$ cat src/rtl/rv_axi4_lite_read_slave.sv
// rtl/rv_axi4_lite_read_slave.sv - AXI4-Lite read slave bridging AR/R onto a single-beat memory read port
module rv_axi4_lite_read_slave #(
  parameter int AXI_ADDR_WIDTH = 32,
  parameter int MEM_ADDR_WIDTH = 12,
  parameter int DATA_WIDTH     = 32,
  parameter int DECODE_ERR     = 1
) (
  input  logic                      clk,
  input  logic                      rst,
  // AXI read address channel
  input  logic                      axi_ar_valid,
  output logic                      axi_ar_ready,
  input  logic [AXI_ADDR_WIDTH-1:0] axi_ar_addr,
  input  logic [2:0]                axi_ar_prot,
  // AXI read data channel
  output logic                      axi_r_valid,
  input  logic                      axi_r_ready,
  output logic [DATA_WIDTH-1:0]     axi_r_data,
  output logic [1:0]                axi_r_resp,
  // memory request channel
  output logic                      mem_r_valid,
  input  logic                      mem_r_ready,
  output logic                      mem_r_op,
  output logic [MEM_ADDR_WIDTH-1:0] mem_r_addr,
  output logic [DATA_WIDTH-1:0]     mem_r_data,
  // memory response channel
  input  logic                      mem_rd_valid,
  output logic                      mem_rd_ready,
  input  logic [DATA_WIDTH-1:0]     mem_rd_data
);

  // Memory op encoding shared with the write slave; this block only reads.
  localparam logic RV_MEM_READ  = 1'b0;

  localparam logic [1:0] RESP_OKAY   = 2'b00;
  localparam logic [1:0] RESP_SLVERR = 2'b10;

  // Elaboration-time parameter sanity
  if (MEM_ADDR_WIDTH > AXI_ADDR_WIDTH) begin : g_chk_addr_width
    $error("MEM_ADDR_WIDTH must not exceed AXI_ADDR_WIDTH");
  end
  if (DATA_WIDTH != $bits(mem_rd_data)) begin : g_chk_data_width
    $error("AXI data width and memory data width must match");
  end

  typedef enum logic [1:0] {
    ST_ADDR = 2'd0,
    ST_REQ  = 2'd1,
    ST_WAIT = 2'd2,
    ST_RESP = 2'd3
  } state_t;

  state_t cs;
  state_t ns;

  logic [MEM_ADDR_WIDTH-1:0] addr_q;
  logic [DATA_WIDTH-1:0]     data_q;
  logic [1:0]                resp_q;

  // Protection attributes carry no meaning for this peripheral.
  logic unused_prot;
  assign unused_prot = ^axi_ar_prot;

  // Address bits above the memory window; only meaningful when the window is narrower than AXI.
  logic upper_nz;
  if (MEM_ADDR_WIDTH < AXI_ADDR_WIDTH) begin : g_upper
    assign upper_nz = |axi_ar_addr[AXI_ADDR_WIDTH-1:MEM_ADDR_WIDTH];
  end else begin : g_no_upper
    assign upper_nz = 1'b0;
  end

  logic decode_fail;
  assign decode_fail = (DECODE_ERR != 0) && upper_nz;

  logic ar_fire;
  logic rd_fire;
  assign ar_fire = (cs == ST_ADDR) && axi_ar_valid;
  assign rd_fire = (cs == ST_WAIT) && mem_rd_valid;

  // State register
  always_ff @(posedge clk) begin
    if (rst) begin
      cs <= ST_ADDR;
    end else begin
      cs <= ns;
    end
  end

  // Next-state decode; a decode error skips the memory entirely
  always_comb begin
    ns = cs;
    case (cs)
      ST_ADDR: begin
        if (axi_ar_valid) begin
          ns = decode_fail ? ST_RESP : ST_REQ;
        end
      end
      ST_REQ: begin
        if (mem_r_ready) begin
          ns = ST_WAIT;
        end
      end
      ST_WAIT: begin
        if (mem_rd_valid) begin
          ns = ST_RESP;
        end
      end
      ST_RESP: begin
        if (axi_r_ready) begin
          ns = ST_ADDR;
        end
      end
      default: ns = ST_ADDR;
    endcase
  end

  // Handshake outputs decode from the current state only, so none depends on an AXI input
  always_comb begin
    axi_ar_ready = 1'b0;
    mem_r_valid  = 1'b0;
    mem_rd_ready = 1'b0;
    axi_r_valid  = 1'b0;
    case (cs)
      ST_ADDR: axi_ar_ready = 1'b1;
      ST_REQ:  mem_r_valid  = 1'b1;
      ST_WAIT: mem_rd_ready = 1'b1;
      ST_RESP: axi_r_valid  = 1'b1;
      default: axi_ar_ready = 1'b0;
    endcase
  end

  // Address capture on AR accept; read data/response load only when entering RESP
  always_ff @(posedge clk) begin
    if (rst) begin
      addr_q <= '0;
      data_q <= '0;
      resp_q <= RESP_OKAY;
    end else begin
      if (ar_fire) begin
        addr_q <= axi_ar_addr[MEM_ADDR_WIDTH-1:0];
        if (decode_fail) begin
          data_q <= '0;
          resp_q <= RESP_SLVERR;
        end
      end
      if (rd_fire) begin
        data_q <= mem_rd_data;
        resp_q <= RESP_OKAY;
      end
    end
  end

  assign mem_r_op   = RV_MEM_READ;
  assign mem_r_addr = addr_q;
  assign mem_r_data = '0;
  assign axi_r_data = data_q;
  assign axi_r_resp = resp_q;

endmodule

$ cat config.mk
export PLATFORM = sky130hd
export DESIGN_NAME = rv_axi4_lite_read_slave
export DESIGN_NICKNAME = d
export VERILOG_FILES = /design/src/rtl/rv_axi4_lite_read_slave.sv
export SDC_FILE = /design/constraint.sdc
export NUM_CORES = 1
export LEC_CHECK = 0
export BUFFER_PORTS_ARGS = -buffer_cell sky130_fd_sc_hd__buf_4
export CORE_ASPECT_RATIO = 0.5
export CORE_UTILIZATION = 26
export CTS_CLUSTER_SIZE = 12
export DETAILED_ROUTE_END_ITERATION = 16
export PLACE_DENSITY = 0.57
export SYNTH_ARGS = -nofsm -noshare
export SYNTH_HDL_FRONTEND = slang
export SYNTH_SLANG_ARGS = --single-unit
$ cat constraint.sdc
create_clock -name clk -period 4.3 [get_ports clk]
set_clock_uncertainty 0.15 [all_clocks]
set_input_delay 0.43 -clock clk [delete_from_list [all_inputs] [get_ports clk]]
set_output_delay 0.43 -clock clk [all_outputs]
set_load 0.005 [all_outputs]
==> results of run 1 <==
==> path summary, 6_finish.rpt <==
check        slack, ns        endpoint  depth (start not counted)
min               0.21  axi_r_data[29]                          3
min reg2reg       0.30   mem_r_addr[1]                          2
max               2.10  axi_r_data[28]                          6
max reg2reg       2.10  axi_r_data[28]                          6
==> state kept, by name, summed over array words and instances (netlist names) <==
name / count
axi_r_data: 32
axi_r_resp: 1
cs: 2
mem_r_addr: 12
==> cell type report <==
class | instances | area (µm²)
Inverter | 12 | 45.0
Clock buffer | 6 | 139
Timing Repair Buffer | 122 | 916
Tap cell | 135 | 169
Fill cell | 1029 | 6060
Clock inverter | 1 | 5.00
Sequential cell | 47 | 941
Multi-Input combinational cell | 244 | 1430
==> synth_stat cells, drive strengths merged, types with 2 or more instances <==
master   n  share of area
inv     11          0.016
and2     2         0.0047
nand2   28          0.042
ha       5          0.024
nor2     3          0.010
nor4    11          0.026
buf     42           0.11
a31oi    8          0.019
o41ai    8          0.049
a21oi   13          0.024
or4      2         0.0085
dfxtp   47           0.35
nand3   72           0.14
nor2b   27          0.063
clkbuf  21          0.030
nand4   24          0.056
==> per-layer routing <==
metal | part of all wire | track usage | up-vias | wire length [µm]
met2 | 0.49 | 0.231 | 70 | 3600
li1 | - | - | 1309 | -
met4 | 0.0095 | 0.0398 | 0 | 70
met3 | 0.050 | 0.0329 | 6 | 367
met1 | 0.45 | 0.168 | 1245 | 3370
met5 | 0 | 0 | - | 0
==> power by group <==
| part | internal (mW) | leakage [nW] | switching [mW] |
|---|---|---|---|
| Combinational | 0.212 | 1.24 | 0.253 |
| Sequential | 0.495 | 0.382 | 0.0331 |
| Clock | 0.227 | 0.0727 | 0.164 |
| Total | 0.935 | 1.70 | 0.450 |
==> metrics by stage <==
stage | total power, mW | hold slack (ns) | setup slack (ns) | instance area (µm²) | cells
after floorplan | 0.821 | 0.303 | 2.41 | 2790 | 366
after CTS | 1.40 | 0.212 | 2.07 | 3640 | 567
after detailed placement | 1.01 | 0.299 | 1.84 | 3500 | 560
final | 1.39 | 0.214 | 2.10 | 3640 | 567
after global routing | 1.48 | 0.222 | 1.82 | 3640 | 567
after global placement | 1.01 | 0.294 | 1.85 | 3500 | 560
==> worst reg2reg max path, stage by stage (launching register included) <==
cell and delay (ns):
dfxtp_1 0.34, inv_1 0.11, ha_1 0.23, and2_2 0.83
nor4_1 0.11, a31oi_1 0.20, o41ai_2 0.09
==> kinds of logic after synthesis <==
kind of cell,count (synthesis)
simple gates,171
buf+inv,75
flops,47
compound gates,33
fa+ha+maj,5
mux,1
other cells,1
==> results.cfg, run 1 <==
[die]
die_w_um = 145
boundaryPins = 156
die_area_mm2 = 0.0107
num_rows = 25
die_y_um = 73.5
initial_core_util = 0.274
fp.coreArea_mm2 = 0.00970

[timing]
rsz0062_at_grt = false
timing.fmax_mhz = 455
tns_ns = 0
period_share = 0.511
finalSetupViolations = 0
drv_slew = 0
hold_violations = 0
tightest_slew_ns = 0.987
min_period_ns = 2.20
slew_headroom = 0.342

[final_layout]
drive_gt1_frac = 0.331
final_common_cell = buf_4
layout_common_cells = buf_4, nand3_1, dfxtp_1, conb_1
final_util = 0.375
final_nets = 510
area_delta_synth_final_pct = 36.8
antenna_cells = 0

[yosys]
ys_seq_elements = 47
synth.avg_cell_area_um2 = 7.99
ys_dominant_reg_cell = dfxtp_1
syn-cell-area_mm2 = 0.00266
synthXorXnorAreaFrac = 0
synth_simple_gate_area_frac = 0.352
synth_top_family_by_area = simple AND/OR/NAND/NOR gates
synth_edf_count = 0
synth.area.mux_share = 0.00376
yosysWarnings = 0
netlist_instances = 333
synth-compound-area-share = 0.108
ys_seq_area_frac = 0.354
async_flop_share = 0
synth_adder_area_share = 0.0235
yosysUniqueCellTypes = 29

[worst_setup_path]
crit_path_max_incr_delay_ns = 0.83
required_ns = 4.30
worst-path-buf-inv = 1
cp.arrival_ns = 2.20
cp-start-kind = flip-flop
end_kind = flip-flop
critPathMaxFanout = 48
critical-path-top-delay-family = simple AND/OR/NAND/NOR gates
r2r_start = cs[0]
path_cells = inv_1 -> ha_1 -> and2_2 -> nor4_1 -> a31oi_1 -> o41ai_2
worst-setup-path-type = flip-flop to flip-flop
startpoint = cs[0]
cp_slowest_cell = and2_2

[clock_network]
clock-root-buffer = clkbuf_16
clk_pin_slew_ns = 0.06
cts_made_buffers = 5
cts_resized = 0
cts_setup_buffers = 0
ctsHoldBuffers = 0
htreeDepth = 2
max-clock-path-buffers = 2
cts.sinks = 47
clkLatencyLatePin_ns = 0.28
tritoncts = yes

[min_path]
hp-class = input pin to flip-flop
hold_start = mem_rd_data[29]

[routing]
route.detailed.drc = 0
num_vias = 2630
ant_nets = 0
wire_per_inst_um = 13.1
via_per_inst = 4.64
first_pass_iters = 4
wl_um = 7410
drt_iter0_markers = 134

[power]
p_per_area_mw_per_mm2 = 380
p_leak_nw = 1.70
vdd.ir_drop.worst_mv = 0.139

[grt]
antenna_found_initial = 0
grt_start_max_net_pins = 55
globalRouteOverflowTotal = 0
grt_pass1_wl_um = 11500
grt_pass1_vias = 2283
grt_use_total = 0.134

[place]
hpwl_um = 4940
place.gp.congestion = 0.724
port_buffers = 118

[run_status]
outcome = completed

[run]
maxCapViolCount = 0
No activity file was read; power rests on OpenSTA's default activity.
==> inputs of run 2 (changes only) <==
--- a/config.mk
+++ b/config.mk
@@ -5,12 +5,13 @@
 export SDC_FILE = /design/constraint.sdc
 export NUM_CORES = 1
 export LEC_CHECK = 0
+export ABC_AREA = 1
 export BUFFER_PORTS_ARGS = -buffer_cell sky130_fd_sc_hd__buf_4
 export CORE_ASPECT_RATIO = 0.5
 export CORE_UTILIZATION = 26
 export CTS_CLUSTER_SIZE = 12
 export DETAILED_ROUTE_END_ITERATION = 16
-export PLACE_DENSITY = 0.57
+export PLACE_DENSITY = 0.58
 export SYNTH_ARGS = -nofsm -noshare
 export SYNTH_HDL_FRONTEND = slang
 export SYNTH_SLANG_ARGS = --single-unit
==> constraint.sdc (replaced) <==
create_clock -name clk -period 2.1 [get_ports clk]
set_clock_uncertainty 0.15 [all_clocks]
set_input_delay 0.21 -clock clk [delete_from_list [all_inputs] [get_ports clk]]
set_output_delay 0.21 -clock clk [all_outputs]
set_load 0.005 [all_outputs]
==> run 2 against run 1 <==
  * Non-clock buffer count is 6 higher
  * Highest routed layer unchanged
  * Clock-buffer cell count unchanged
  * Combinational power up 150%
  * Worst setup slack got worse by 1.7 ns
==> results.cfg, run 2 <==
[clock_network]
tritoncts = yes
cts_made_buffers = 5
clock-root-buffer = clkbuf_16
clk_pin_slew_ns = 0.07
max-clock-path-buffers = 2
cts_resized = 0
cts.sinks = 47
ctsHoldBuffers = 0
htreeDepth = 2
cts_setup_buffers = 0
clkLatencyLatePin_ns = 0.29

[final_layout]
layout_common_cells = buf_4, dfxtp_1, nand2_1, nor2_1, conb_1
final_common_cell = buf_4
stdcell_area_mm2 = 0.00347
area_delta_synth_final_pct = 41.1
fillers = 941
final-seq-area_um2 = 941
largest_reg_flops = 32
multi_input_area_mm2 = 0.00120
antenna_cells = 0
drive_gt1_frac = 0.505
final_util = 0.388
final_nets = 475
instances_no_fill = 515

[die]
num_rows = 24
die_y_um = 70.8
fp.coreArea_mm2 = 0.00895
die_w_um = 140
boundaryPins = 156
initial_core_util = 0.275
die_area_mm2 = 0.00989

[grt]
grt_pass1_wl_um = 9390
grt_start_max_net_pins = 24
grt_use_total = 0.120
grt_pass1_vias = 1878
globalRouteOverflowTotal = 0
antenna_found_initial = 0

[yosys]
ys_dominant_reg_cell = dfxtp_1
ys_seq_area_frac = 0.382
synth_simple_gate_area_frac = 0.259
synth.avg_cell_area_um2 = 8.83
yosysUniqueCellTypes = 22
synth_top_family_by_area = simple AND/OR/NAND/NOR gates
syn-cell-area_mm2 = 0.00246
synth_area_leader_cell = dfxtp_1
synth.area.mux_share = 0
synth_edf_count = 0
synth_commonest_cells = dfxtp_1, nand2_1, nor2_1
yosysWarnings = 0
yosys-top-cells-area = dfxtp_1, nand3_2, a21oi_2
netlist_instances = 279
synth_adder_area_share = 0.0254
synthXorXnorAreaFrac = 0
yosysMostFrequentCell = dfxtp_1
yosysTopAreaCellShare = 0.382
synth-compound-area-share = 0.152
async_flop_share = 0
ys_seq_elements = 47

[place]
place.gp.congestion = 0.739
postPlaceCellArea_mm2 = 0.00332
place_inst = 507
port_buffers = 118
hpwl_um = 4550
pre_cts_ws_ns = 0.438

[run]
maxCapViolCount = 0

[worst_setup_path]
critPathMaxFanout = 12
worst-setup-path-type = flip-flop to flip-flop
required_ns = 2.18
cp-start-kind = flip-flop
end_kind = flip-flop
cp.arrival_ns = 1.73

[power]
p_leak_nw = 1.51
power_mw = 3.13
vdd.ir_drop.worst_mv = 0.282
p_per_area_mw_per_mm2 = 902

[timing]
period_share = 0.789
finalSetupViolations = 0
drv_slew = 0
hold_violations = 0
layout_setup_ws_ns = 0.442
rsz0062_at_grt = false
min_period_ns = 1.66
whs_ns = 0.0227
tns_ns = 0
timing.fmax_mhz = 603

[routing]
ant_nets = 0
top_layer = met4
wl_met3_um = 192
drt_iter0_markers = 102
num_vias = 2063
first_pass_iters = 4
wire_per_inst_um = 11.5
via_per_inst = 4.01
wirelength_met1_um = 2500
route.detailed.drc = 0
wl_um = 5940
wl_met2_um = 3150

[min_path]
hp-class = input pin to flip-flop

[run_status]
outcome = completed
-- run 2: layer usage --
metal	up-vias	track usage
met1	933	0.142
met2	49	0.217
met5	-	0
met3	10	0.0251
li1	1071	-
met4	0	0.0415
-- run 2: power by group --
group | internal (mW) | switching (mW) | leakage [nW]
registers | 1.05 | 0.0933 | 0.384
logic | 0.559 | 0.606 | 1.05
clock network | 0.476 | 0.351 | 0.0731
-- run 2: worst max-delay path: stages, from the launching register on --
cell and delay [ns]:
dfxtp_1 0.38, inv_1 0.09, ha_1 0.23, nand2_1 0.08, inv_1 0.07, nand2_4 0.21
buf_12 0.18, nand3_1 0.07, a21oi_1 0.11
-- run 2: final cells by class --
class | count | area share
Clock buffer | 6 | 0.0400
Clock inverter | 2 | 0.00468
Inverter | 11 | 0.0119
Multi-Input combinational cell | 204 | 0.347
Sequential cell | 47 | 0.271
Tap cell | 117 | 0.0421
Timing Repair Buffer | 128 | 0.284
-- run 2: worst paths after layout --
kind / start / endpoint / slack [ns] / cells after the start
worst min register to register: axi_r_data[4] / axi_r_data[4] / 0.32 / 2
worst min-delay path: axi_ar_addr[0] / mem_r_addr[0] / 0.02 / 3
worst max-delay path: cs[0] / axi_r_data[25] / 0.44 / 8
worst max register to register: cs[0] / axi_r_data[25] / 0.44 / 8
-- run 2: cells by family after synthesis --
group	count (synthesis)
adders and majority gates	5
other	1
AOI/OAI and AO/OA	52
and+or+nand+nor	113
buffers and inverters	61
DFF	47
==> inputs of run 3 (changes only) <==
--- a/config.mk
+++ b/config.mk
@@ -5,13 +5,13 @@
 export SDC_FILE = /design/constraint.sdc
 export NUM_CORES = 1
 export LEC_CHECK = 0
-export ABC_AREA = 1
+export ABC_AREA = 0
 export BUFFER_PORTS_ARGS = -buffer_cell sky130_fd_sc_hd__buf_4
 export CORE_ASPECT_RATIO = 0.5
 export CORE_UTILIZATION = 26
 export CTS_CLUSTER_SIZE = 12
 export DETAILED_ROUTE_END_ITERATION = 16
-export PLACE_DENSITY = 0.58
+export PLACE_DENSITY = 0.59
 export SYNTH_ARGS = -nofsm -noshare
 export SYNTH_HDL_FRONTEND = slang
 export SYNTH_SLANG_ARGS = --single-unit
==> constraint.sdc (replaced) <==
create_clock -name clk -period 1.3 [get_ports clk]
set_clock_uncertainty 0.15 [all_clocks]
set_input_delay 0.13 -clock clk [delete_from_list [all_inputs] [get_ports clk]]
set_output_delay 0.13 -clock clk [all_outputs]
set_load 0.005 [all_outputs]
==> run 3 against run 2 <==
  * The flow now finishes with violations (setup timing)
  * Die area is 7.9% higher
  * Hold slack better by 0.031 ns
  * Final area is 56% higher
==> results.cfg, run 3 (synthesized netlist as in run 1, its figures left out) <==
[run_status]
outcome = finished with violations
violations = setup timing

[clock_network]
clk_pin_slew_ns = 0.07
cts_made_buffers = 5
clkLatencyLatePin_ns = 0.29
clock-root-buffer = clkbuf_16
cts.sinks = 47
tritoncts = yes
htreeDepth = 2
max-clock-path-buffers = 2

[routing]
first_pass_iters = 4
via_per_inst = 4.86
wire_per_inst_um = 16.0
drt_iter0_markers = 157
route.detailed.drc = 0
num_vias = 3194
ant_nets = 0
wl_um = 10500

[die]
fp.coreArea_mm2 = 0.00970
boundaryPins = 156
die_area_mm2 = 0.0107
num_rows = 25
die_y_um = 73.5
initial_core_util = 0.274
die_w_um = 145

[grt]
grt_use_total = 0.174
grt_pass1_wl_um = 14600
grt_start_max_net_pins = 33
grt_pass1_vias = 2924
antenna_found_initial = 1
globalRouteOverflowTotal = 0

[timing]
rsz0062_at_grt = true
tns_ns = -12.04
timing.fmax_mhz = 592
drv_slew = 0
finalSetupViolations = 51
min_period_ns = 1.69
period_share = 1.30
whs_ns = 0.0542
layout_setup_ws_ns = -0.389
hold_violations = 0

[place]
pre_cts_ws_ns = -0.406
port_buffers = 118
place.gp.congestion = 0.747
postPlaceCellArea_mm2 = 0.00379
hpwl_um = 5450
place_inst = 581

[power]
vdd.ir_drop.worst_mv = 0.697
p_leak_nw = 2.46
p_per_area_mw_per_mm2 = 1220
power_mw = 6.62

[final_layout]
final_common_cell = buf_4
final_util = 0.559
instances_no_fill = 657
final_nets = 598
layout_common_cells = buf_4, dfxtp_1, dlygate4sd3_1, nand3_2, conb_1
stdcell_area_mm2 = 0.00542
largest_reg_flops = 32
fillers = 766
drive_gt1_frac = 0.541
area_delta_synth_final_pct = 104

[worst_setup_path]
cp.arrival_ns = 1.71
end_kind = flip-flop
cp_slowest_cell = dfxtp_4
critPathMaxFanout = 5
path_cells = inv_4 -> ha_4 -> buf_6 -> and2_4 -> buf_12 -> nor4_2 -> a31oi_1 -> o41ai_2
cp-start-kind = flip-flop
worst-setup-path-type = flip-flop to flip-flop
required_ns = 1.32
crit_path_max_incr_delay_ns = 0.35

[run]
maxCapViolCount = 0

[min_path]
hp-class = input pin to flip-flop
## run 3: cell types whose count changed in the layout (fill, tap and decap cells not counted), sizes merged, moves of 14 or more
cell	change
dlygate4sd3	+44
o21ai	-14
nor2b	+27
nor2	-34
nand3	+39
buf	+35
nand4	+24
a21oi	-23
## run 3: final cells by class
type,count,area [µm²],area share
sequential,47,948,0.175
multi-input combinational,245,2090,0.386
timing repair buffer,209,2000,0.368
tap,135,169,0.0312
clock inverter,1,7.51,0.00139
inverter,12,50.0,0.00924
antenna,1,2.50,0.000462
clock buffer,7,153,0.0282
## run 3: final timing paths
kind                       from             end  slack, ns  cells after the start
setup reg to reg          cs[0]  axi_r_data[30]      -0.39                      8
hold reg to reg   mem_r_addr[4]   mem_r_addr[4]       0.31                      2
hold / removal              rst  axi_r_data[14]       0.05                      4
setup / recovery          cs[0]  axi_r_data[30]      -0.39                      8
## run 3: worst max-delay path: cells and delay by family, from the launching register on
family / cells / cell delay (ns)
buf+inv: 3 / 0.32
simple gates: 2 / 0.26
flops: 1 / 0.35
fa+ha+maj: 1 / 0.13
compound gates: 2 / 0.35
## run 3: metal layers
| layer | up-vias | global-route usage | routed length, µm |
|---|---|---|---|
| met5 | - | 0 | 0 |
| met4 | 0 | 0.0550 | 308 |
| met3 | 29 | 0.0404 | 457 |
| met2 | 107 | 0.318 | 5440 |
| met1 | 1559 | 0.206 | 4280 |
| li1 | 1499 | - | - |
## run 3: timing repair
action | in CTS | in global routing
setup buffers | 10 | 6
endpoints found under the setup margin | 51 | 51
pin swaps | 8 | 50
hold buffers | 44 | 0
endpoints found under the hold margin | 44 | 0
cloned | 6 | 2
gates resized for setup | 65 | 84
## run 3: power by group
group / leakage (nW) / switching (mW) / internal (mW) / total, mW
combinational: 2.00 / 1.50 / 1.90 / 3.40
sequential: 0.383 / 0.147 / 1.65 / 1.80
clock: 0.0761 / 0.597 / 0.820 / 1.42
total: 2.46 / 2.24 / 4.37 / 6.62
